--- src/rtl/define.sv ---
// Global build defines shared by the TPC dispatch slice.
//   NUM_WARP   : warps resident per SM core
//   DEPTH_WARP : width of a per-SM warp id
`ifndef TPC_DEFINE_SV
`define TPC_DEFINE_SV
`define NUM_WARP   8
`define DEPTH_WARP 3
`endif

--- src/rtl/tpc_pkg.sv ---
// Shared types and helpers for the TPC warp dispatcher.
//   tpc_state_e     : dispatcher FSM states
//   TPC_DEPTH_WARP  : per-SM warp id width, taken from define.sv
//   popcount()      : number of set bits in a vector of up to 32 bits
package tpc_pkg;
`include "define.sv"

    localparam int unsigned TPC_DEPTH_WARP = `DEPTH_WARP;

    typedef enum logic [1:0] {
        IDLE,
        DISPATCH,
        DRAIN,
        DONE
    } tpc_state_e;

    function automatic int unsigned popcount(input logic [31:0] v);
        int unsigned n;
        n = 0;
        for (int unsigned i = 0; i < 32; i++) begin
            n = n + 32'(v[i]);
        end
        return n;
    endfunction

endpackage

--- src/rtl/tpc_rr_pick.sv ---
// Combinational rotating-priority picker.
//   req_i : request vector, one bit per requester
//   ptr_i : index that gets highest priority this cycle
//   gnt_o : one-hot grant (zero when no request)
//   idx_o : binary index of the granted requester
//   any_o : at least one request was granted
module tpc_rr_pick #(
    parameter int unsigned N     = 4,
    parameter int unsigned PTR_W = 2
) (
    input  logic [N-1:0]     req_i,
    input  logic [PTR_W-1:0] ptr_i,
    output logic [N-1:0]     gnt_o,
    output logic [PTR_W-1:0] idx_o,
    output logic             any_o
);

    logic [PTR_W-1:0] k;

    // Walk the requesters cyclically starting at ptr_i; first hit wins.
    always_comb begin
        gnt_o = '0;
        idx_o = '0;
        any_o = 1'b0;
        k     = '0;
        for (int unsigned off = 0; off < N; off++) begin
            k = PTR_W'((32'(ptr_i) + off) % N);
            if (!any_o && req_i[k]) begin
                any_o    = 1'b1;
                gnt_o[k] = 1'b1;
                idx_o    = k;
            end
        end
    end

endmodule

--- src/rtl/tpc_warp_dispatch.sv ---
// Kernel-level warp dispatcher: takes one kernel launch (a warp count),
// issues one warp request per cycle to a ready SM chosen round-robin, counts
// completions and pulses kernel_done_o once every issued warp has completed.
//   clk, rst_n          : clock, asynchronous active-low reset
//   kernel_*            : launch handshake, warp count, done pulse
//   busy_o / err_o      : kernel in progress / sticky over-completion error
//   sm_req_*            : per-SM warp request (valid at most one-hot)
//   sm_rsp_*            : per-SM completion handshake and completed warp id
//   dbg_last_wid_o      : wid from lowest-index SM in the latest completion cycle
module tpc_warp_dispatch
    import tpc_pkg::*;
#(
    parameter int unsigned NUM_SM     = 4,
    parameter int unsigned KWARP_W    = 16,
    parameter int unsigned DEPTH_WARP = TPC_DEPTH_WARP
) (
    input  logic                         clk,
    input  logic                         rst_n,
    input  logic                         kernel_valid_i,
    output logic                         kernel_ready_o,
    input  logic [KWARP_W-1:0]           kernel_num_warps_i,
    output logic                         kernel_done_o,
    output logic                         busy_o,
    output logic                         err_o,
    output logic [NUM_SM-1:0]            sm_req_valid_o,
    input  logic [NUM_SM-1:0]            sm_req_ready_i,
    input  logic [NUM_SM-1:0]            sm_rsp_valid_i,
    output logic [NUM_SM-1:0]            sm_rsp_ready_o,
    input  logic [NUM_SM*DEPTH_WARP-1:0] sm_rsp_wid_i,
    output logic [DEPTH_WARP-1:0]        dbg_last_wid_o
);

    localparam int unsigned PTR_W = (NUM_SM > 1) ? $clog2(NUM_SM) : 1;

    tpc_state_e            state_q;
    logic [KWARP_W-1:0]    total_q, issued_q, done_q;
    logic [KWARP_W-1:0]    issued_d, done_d, done_sum, rsp_cnt;
    logic [PTR_W-1:0]      rr_ptr_q, rr_ptr_d;
    logic                  err_q;
    logic [DEPTH_WARP-1:0] last_wid_q, low_wid;
    logic [NUM_SM-1:0]     gnt;
    logic [PTR_W-1:0]      sel;
    logic                  any_gnt, active, issue_acc, over, low_found;

    tpc_rr_pick #(
        .N     (NUM_SM),
        .PTR_W (PTR_W)
    ) u_pick (
        .req_i (sm_req_ready_i),
        .ptr_i (rr_ptr_q),
        .gnt_o (gnt),
        .idx_o (sel),
        .any_o (any_gnt)
    );

    always_comb begin
        active    = (state_q == DISPATCH) || (state_q == DRAIN);
        // The picker only grants ready SMs, so any grant is an accepted issue.
        issue_acc = (state_q == DISPATCH) && any_gnt;
        issued_d  = issued_q + KWARP_W'(issue_acc);
        rsp_cnt   = active ? KWARP_W'(popcount(32'(sm_rsp_valid_i))) : '0;
        done_sum  = done_q + rsp_cnt;
        // Over-completion is judged against the issue count including this cycle's issue.
        over      = done_sum > issued_d;
        done_d    = over ? issued_d : done_sum;
        rr_ptr_d  = (32'(sel) == NUM_SM - 1) ? '0 : sel + PTR_W'(1);
    end

    always_comb begin
        low_wid   = '0;
        low_found = 1'b0;
        for (int unsigned i = 0; i < NUM_SM; i++) begin
            if (!low_found && sm_rsp_valid_i[i]) begin
                low_found = 1'b1;
                low_wid   = sm_rsp_wid_i[i*DEPTH_WARP +: DEPTH_WARP];
            end
        end
    end

    always_ff @(posedge clk or negedge rst_n) begin
        if (!rst_n) begin
            state_q    <= IDLE;
            total_q    <= '0;
            issued_q   <= '0;
            done_q     <= '0;
            rr_ptr_q   <= '0;
            err_q      <= 1'b0;
            last_wid_q <= '0;
        end else begin
            if (active && low_found) begin
                last_wid_q <= low_wid;
            end
            case (state_q)
                IDLE: begin
                    if (kernel_valid_i) begin
                        total_q  <= kernel_num_warps_i;
                        issued_q <= '0;
                        done_q   <= '0;
                        err_q    <= 1'b0;
                        state_q  <= (kernel_num_warps_i == '0) ? DONE : DISPATCH;
                    end
                end
                DISPATCH: begin
                    issued_q <= issued_d;
                    done_q   <= done_d;
                    if (over) begin
                        err_q <= 1'b1;
                    end
                    if (issue_acc) begin
                        rr_ptr_q <= rr_ptr_d;
                        if (issued_d == total_q) begin
                            state_q <= DRAIN;
                        end
                    end
                end
                DRAIN: begin
                    done_q <= done_d;
                    if (over) begin
                        err_q <= 1'b1;
                    end
                    // done_d is saturated, so an over-completion still lands on total.
                    if (done_d == total_q) begin
                        state_q <= DONE;
                    end
                end
                DONE: begin
                    state_q <= IDLE;
                end
                default: begin
                    state_q <= IDLE;
                end
            endcase
        end
    end

    always_comb begin
        kernel_ready_o = (state_q == IDLE);
        kernel_done_o  = (state_q == DONE);
        busy_o         = (state_q != IDLE);
        err_o          = err_q;
        sm_req_valid_o = (state_q == DISPATCH) ? gnt : '0;
        sm_rsp_ready_o = active ? '1 : '0;
        dbg_last_wid_o = last_wid_q;
    end

endmodule

--- config.mk ---
export PLATFORM = sky130hd
export DESIGN_NAME = tpc_warp_dispatch
export DESIGN_NICKNAME = d
export VERILOG_FILES = /design/src/rtl/tpc_pkg.sv /design/src/rtl/tpc_rr_pick.sv /design/src/rtl/tpc_warp_dispatch.sv
export VERILOG_INCLUDE_DIRS = /design/src /design/src/rtl
export SDC_FILE = /design/constraint.sdc
export NUM_CORES = 1
export LEC_CHECK = 0
export ABC_AREA = 1
export BUFFER_PORTS_ARGS = -buffer_cell sky130_fd_sc_hd__buf_2
export CAP_MARGIN = 20
export CORE_MARGIN = 1
export CORE_UTILIZATION = 48
export DETAILED_ROUTE_END_ITERATION = 10
export PLACE_DENSITY = 0.69
export SLEW_MARGIN = 20
export SYNTH_ARGS = -nofsm -noshare
export SYNTH_HDL_FRONTEND = slang
export SYNTH_SLANG_ARGS = --single-unit
export TNS_END_PERCENT = 50
--- constraint.sdc ---
create_clock -name clk -period 4.64 [get_ports clk]
set_input_delay 0.464 -clock clk [delete_from_list [all_inputs] [get_ports clk]]
set_output_delay 0.464 -clock clk [all_outputs]
set_load 0.005 [all_outputs]
==> results by group, run 1 <==
Finish
  – Proportion of layout cells with a drive suffix above 1: 29.4%
  – Layout Cells excl Fill: 970
  – Fillers: 852
  – Design Area, Final: 0.00641 mm2
  – Commonest cells after routing, fill and taps aside: nand2_1, inv_1, nand3_1
  – # nets final: 914
  – Layout area overhead: 29.5%
  – N_diodes: 0
  – Commonest non-fill, non-tap cell in the layout: nand2_1

Yosys
  – Synth Warn #: 0
  – Syn Area/Cell: 6.90 um2
  – Main combinational cell family by area after synthesis: simple AND/OR/NAND/NOR gates
  – Post-synth top area cell: dfrtp_1
  – Synth unique cells: 43
  – Syn_nets: 795
  – Post-synthesis mux area share: 0%
  – Share of the synthesized area in the top cell type: 28.3%
  – Compound-gate portion of the synthesized area: 11.5%
  – Post-synth EDFFs: 0
  – Async set-or-reset flop fraction in the synthesized netlist: 100%
  – Register area share after synthesis: 28.3%
  – Cells after Synth: 717
  – Largest cells by area after synthesis: dfrtp_1, nand2_1, ha_1
  – Synthesized cell area: 0.00495 mm2
  – Post-synthesis adder-cell area fraction: 10.2%
  – Top_reg_cell synth: dfrtp_1
  – Seq cells post-synth: 56
  – Post-Synth XOR/XNOR Area: 5.06%
  – Simple-gate share of the synthesized area: 35.1%

Floorplanning
  – Starting Density: 50.2%
  – Io pins: 54
  – Die height: 104 um
  – Die span in x: 104 um
  – Full die area: 0.0107 mm2
  – Core area: 0.00986 mm2
  – FP Rows: 36

Routing
  – Drt first-iter violations: 370
  – Post-route DRC violation count: 0
  – ANT nets after route: 0
  – WL per Instance: 15.1 um
  – DR vias: 5261
  – Pre-antenna DRT Iters: 7
  – Vias per inst: 5.42
  – Routed WL: 14700 um

STA
  – Final min period: 4.65 ns
  – Max Freq: 0.215 GHz
  – Slew HR: 48.0%
  – Final slew viol count: 0
  – Worst hold slack: 0.251 ns
  – Final Cycle Share: 100%
  – RSZ-0062 raised after global routing: true
  – Clk_skew: 0.0186 ns
  – Final Setup Violations: 2
  – Setup WS post-layout: -0.00558 ns
  – Final hold vios: 0
  – Least-Margin Pin Slew: 0.780 ns

Placement
  – Setup WS pre-CTS: -0.182 ns
  – GPL Wtd Cong: 0.928
  – DP Cell Count: 945
  – IO Port Bufs: 53
  – Post-detailed-placement cell area: 0.00575 mm2
  – HPWL after detailed placement: 10800 um

Clock network
  – Clock sinks: 56
  – Clock-pin slew on the worst setup and hold paths: 0.12 ns
  – CTS Buffer Depth: 2
  – CTS tree: done
  – Cts bufs inserted: 5
  – Root buf cell: clkbuf_8
  – Clk_lat worst skew: 0.34 ns
  – H-tree depth: 2

Critical path
  – CP dominant cell by count: nand2_2
  – CP bufs+invs: 5
  – Crit end category: register
  – CP max stage delay: 0.44 ns
  – Crit path max-delay family: simple AND/OR/NAND/NOR gates
  – Startpoint Class: register
  – Worst EP required: 4.87 ns
  – Critical path type: register to register
  – Slowest-stage cell, CP: dfrtp_2
  – Crit-path max FO: 5
  – Crit path arrival time: 4.88 ns

Power and ir drop
  – PwrDens: 730 mW/mm2
  – Tot Pwr: 4.68 mW
  – VDD IR max: 447 uV
  – Leak: 3.32 nW

Outcome
  – Status: complete, but fails checks
  – Failing checks: setup timing

Worst hold path
  – Worst hold-check path type: primary input to asynchronous set/reset pin

GRT
  – Largest net degree at the start of global routing: 57
  – Global-route wire length before repair: 23200 um
  – Gr usage total: 26.6%
  – Initial antenna violation count: 0
  – Total grt overflow: 0
  – Vias in the first global route: 4972

Run
  – Maxcap violations: 0
==> worst reg2reg max path: cells and delay by family, from the launching register on <==
family	cells	cell delay [ns]
adders and majority gates	3	0.64
and+or+nand+nor	29	2.93
buffers and inverters	5	0.54
DFF	1	0.44
==> power by group <==
group	internal (mW)	switching [mW]	total [mW]	leakage [nW]
clock network	0.123	0.176	0.299	0.0516
logic	1.54	2.03	3.57	2.55
registers	0.655	0.158	0.813	0.724
total	2.32	2.36	4.68	3.32
==> flip-flops by register name, indices dropped and copies added (netlist names), named ones only <==
| signal | count |
|---|---|
| done_q | 16 |
| issued_q | 16 |
| total_q | 16 |
| dbg_last_wid_o | 3 |
| state_q | 2 |
| err_o | 1 |
| rr_ptr_q | 1 |
==> through the flow <==
| step | TNS, ns | util (%) |
|---|---|---|
| 5_1_grt | -0.525 | 65.0 |
| 2_1_floorplan | 0 | - |
| 4_1_cts | 0 | 59.7 |
| 3_5_place_dp | -0.363 | 58.3 |
| 6_report | -0.0104 | 65.0 |
| 3_3_place_gp | -0.270 | 58.3 |
==> cell usage after synthesis, types with 3 or more instances <==
cell type and instances:
a221oi_1 4, clkbuf_1 9, inv_1 96, nor2_1 38
nor2_2 6, xor2_1 20, nor4_1 4, inv_2 5
nand2_1 211, nand3_2 8, nor3_1 8, buf_4 6
o21ai_2 4, ha_1 37, nand3b_1 4, nand4_1 9
nand3_1 74, a21oi_1 14, o22ai_1 22, o21ai_0 40
dfrtp_1 56, or2_2 3, o211ai_1 3, nand2_2 11
==> cells by family (layout without fill, tap and decap cells) <==
| family | after synthesis | after routing |
|---|---|---|
| AO/OA/AOI/OAI | 96 | 96 |
| XOR/XNOR | 24 | 24 |
| adder cells (fa/ha/maj) | 39 | 39 |
| buffers and inverters | 120 | 240 |
| flip-flops | 56 | 56 |
| AND/OR/NAND/NOR | 382 | 382 |
==> area by class of cell <==
cell class	count	area (um2)	area share [%]
Clock buffer	6	82.6	1.29
Clock inverter	2	13.8	0.215
Inverter	101	379	5.92
Multi-Input combinational cell	541	3410	53.1
Sequential cell	56	1400	21.9
Tap cell	133	166	2.60
Timing Repair Buffer	131	958	15.0
==> routing by layer <==
layer / share of wire [%] / global-route usage, % / vias up
li1: - / - / 2574
met1: 42 / 32.8 / 2488
met2: 52 / 48.6 / 174
met3: 5.0 / 2.96 / 25
met4: 1.9 / 7.87 / 0
met5: 0 / 0 / -
==> worst paths after layout <==
kind                            slack, ns                             to  depth (start not counted)                           from
worst max-delay path               -0.006         state_q[0]$_DFFE_PN0P_                         37                       register
worst min-delay path                 0.25        rr_ptr_q[1]$_DFFE_PN0P_                          2                          rst_n
worst max register to register     -0.006         state_q[0]$_DFFE_PN0P_                         37                       register
worst min register to register       0.50  dbg_last_wid_o[1]$_DFFE_PN0P_                          2  dbg_last_wid_o[1]$_DFFE_PN0P_
max in group asynchronous            3.86     asynchronous set/reset pin                          2                          rst_n
min in group clk                     0.34         total_q[8]$_DFFE_PN0P_                          3          kernel_num_warps_i[8]
==> repair_timing <==
item                       4_1_cts  5_1_grt
pin swaps                        3       43
gates cloned                     0        2
hold buffers                     0        0
setup endpoints to repair        2        2
setup buffers                    2       13
gates resized for setup          8       90
Note: power is estimated with default switching activity, not from simulation.
==> inputs of run 2 (changes only) <==
--- a/config.mk
+++ b/config.mk
@@ -10,9 +10,10 @@
 export BUFFER_PORTS_ARGS = -buffer_cell sky130_fd_sc_hd__buf_2
 export CAP_MARGIN = 20
 export CORE_MARGIN = 1
-export CORE_UTILIZATION = 48
+export CORE_UTILIZATION = 54
 export DETAILED_ROUTE_END_ITERATION = 10
-export PLACE_DENSITY = 0.69
+export PLACE_DENSITY = 0.76
+export REMOVE_ABC_BUFFERS = 1
 export SLEW_MARGIN = 20
 export SYNTH_ARGS = -nofsm -noshare
 export SYNTH_HDL_FRONTEND = slang
==> run 2 against run 1 <==
Net effect:
- the run ends with DRC left
- register-to-register slack improved by 0.16 ns
- sequential power fell by 0.9%
- die area down 11%
- final cell count is 2.5% lower
- largest cell class unchanged
- non-clock buffer count is 1 higher
- first-iteration DRC count increased by 12%
==> results by group, run 2 (synthesized netlist as in run 1, its figures left out) <==
Outcome
  – Status: complete, but fails checks
  – Failing checks: DRC

GRT
  – Total grt overflow: 0
  – Gr usage total: 29.7%
  – Global-route wire length before repair: 22700 um
  – Initial antenna violation count: 0
  – Largest net degree at the start of global routing: 57
  – Vias in the first global route: 4956

STA
  – Least-Margin Pin Slew: 0.788 ns
  – Final slew viol count: 0
  – Final Setup Violations: 0
  – Final Cycle Share: 98.1%
  – Worst hold slack: 0.273 ns
  – Final min period: 4.55 ns
  – Final hold vios: 0
  – Clk_skew: 0.0106 ns
  – RSZ-0062 raised after global routing: true
  – Max Freq: 0.220 GHz
  – Slew HR: 47.4%
  – Setup WS post-layout: 0.0869 ns

Clock network
  – Clock sinks: 56
  – Cts bufs inserted: 5
  – CTS tree: done
  – CTS Hold Bufs: 0
  – CTS Buffer Depth: 2
  – Clock-pin slew on the worst setup and hold paths: 0.11 ns
  – Clk_lat worst skew: 0.32 ns
  – Root buf cell: clkbuf_8
  – H-tree depth: 2

Finish
  – Commonest non-fill, non-tap cell in the layout: nand2_1
  – Commonest cells after routing, fill and taps aside: nand2_1, inv_1, nand3_1
  – Layout area overhead: 28.2%
  – Proportion of layout cells with a drive suffix above 1: 30.7%
  – Fillers: 705
  – Regs by FF count: done_q: 16 flops, issued_q: 16 flops, total_q: 16 flops
  – N_diodes: 0
  – Final Core Density: 72.0%
  – # nets final: 915

Critical path
  – Worst EP required: 4.86 ns
  – Reg2Reg Depth: 39
  – Crit path arrival time: 4.77 ns
  – Startpoint Class: primary input
  – Slowest-stage cell, CP: fa_1
  – Critical path type: primary input to register
  – CP dominant cell by count: nand2_1
  – CP max stage delay: 0.47 ns
  – Crit end category: register
  – Crit-path max FO: 5

Worst hold path
  – Worst hold-check path type: primary input to asynchronous set/reset pin

Power and ir drop
  – Clk pwr share: 6.4%
  – Net switching power: 2.35 mW
  – Sw frac: 50.7%
  – Leak: 3.29 nW
  – PwrDens: 730 mW/mm2
  – VDD IR max: 486 uV
  – Cell internal pwr: 2.28 mW
  – Share of total power in combinational logic: 76.2%
  – Sequential fraction of design power: 17.4%

Floorplanning
  – Full die area: 0.00955 mm2
  – Die height: 97.7 um
  – Io pins: 54
  – FP Rows: 34
  – Core area: 0.00881 mm2
  – Starting Density: 56.2%
  – Die span in x: 97.7 um

Routing
  – Drt first-iter violations: 416
  – DR vias: 5300
  – Routed WL: 14500 um
  – ANT nets after route: 0
  – WL per Instance: 15.3 um
  – Vias per inst: 5.60
  – Pre-antenna DRT Iters: 8
  – Post-route DRC violation count: 14

Placement
  – GPL Wtd Cong: 0.947
  – Setup WS pre-CTS: -0.279 ns
  – IO Port Bufs: 53
  – HPWL after detailed placement: 10800 um

Run
  – Maxcap violations: 0
==> run 2: cell types whose count changed in the layout (fill, tap and decap cells not counted), sizes merged <==
cell and delta:
clkinvlp +2, clkbuf -2, clkinv -1, buf +3, inv -1
==> run 2: repair_timing <==
action	4_1_cts	5_1_grt
pin swaps	3	43
cloned	0	1
endpoints found under the hold margin	0	0
setup buffers	1	14
setup endpoints to repair	2	2
resized for setup	12	100
==> run 2: worst paths after layout <==
path,startpoint,slack (ns),to
setup / recovery,sm_rsp_valid_i[3],0.09,state_q[0]$_DFFE_PN0P_
hold / removal,rst_n,0.27,total_q[2]$_DFFE_PN0P_
setup reg to reg,register,0.15,state_q[0]$_DFFE_PN0P_
hold reg to reg,dbg_last_wid_o[1]$_DFFE_PN0P_,0.49,dbg_last_wid_o[1]$_DFFE_PN0P_
max in group asynchronous,rst_n,3.87,total_q[12]$_DFFE_PN0P_
min in group clk,kernel_num_warps_i[15],0.35,total_q[15]$_DFFE_PN0P_
==> run 2: layout make-up <==
cell class	count	area (um2)	area share, %
Tap cell	108	135	2.13
Clock buffer	6	82.6	1.30
Clock inverter	2	15.0	0.237
Timing Repair Buffer	132	912	14.4
Multi-Input combinational cell	541	3420	53.9
Inverter	101	379	5.98
Sequential cell	56	1400	22.1
==> run 2: stage by stage <==
stage | TNS, ns | instance area [um2] | power [mW] | std cells
floorplan | -0.285 | 4840 | 2.58 | 698
global placement | -0.228 | 5710 | 3.65 | 922
detailed placement | -0.551 | 5710 | 3.73 | 922
CTS | 0 | 5850 | 4.06 | 931
global route | -0.300 | 6340 | 5.05 | 946
finish | 0 | 6340 | 4.63 | 946
==> run 2: routing by layer <==
metal / routed length (um) / share of wire (%) / global-route usage [%]
met1: 6010 / 41 / 37.2
met5: 0 / 0 / 0
met4: 425 / 2.9 / 10.1
met3: 664 / 4.6 / 3.22
met2: 7380 / 51 / 53.2
==> run 2: critical path, delay by kind of cell <==
family / cells / cell delay, ns
AOI/OAI and AO/OA: 1 / 0.20
adders and majority gates: 5 / 1.58
buffers and inverters: 6 / 0.49
and+or+nand+nor: 23 / 2.04
==> run 2: power by group through the flow <==
| stage | Sequential (mW) | Combinational [mW] | Clock, mW |
|---|---|---|---|
| after floorplan | 0.778 | 1.80 | 0 |
| after global placement | 0.796 | 2.85 | 0 |
| after detailed placement | 0.801 | 2.93 | 0 |
| after CTS | 0.791 | 2.97 | 0.299 |
| after global routing | 0.824 | 3.91 | 0.317 |
| final | 0.806 | 3.53 | 0.298 |
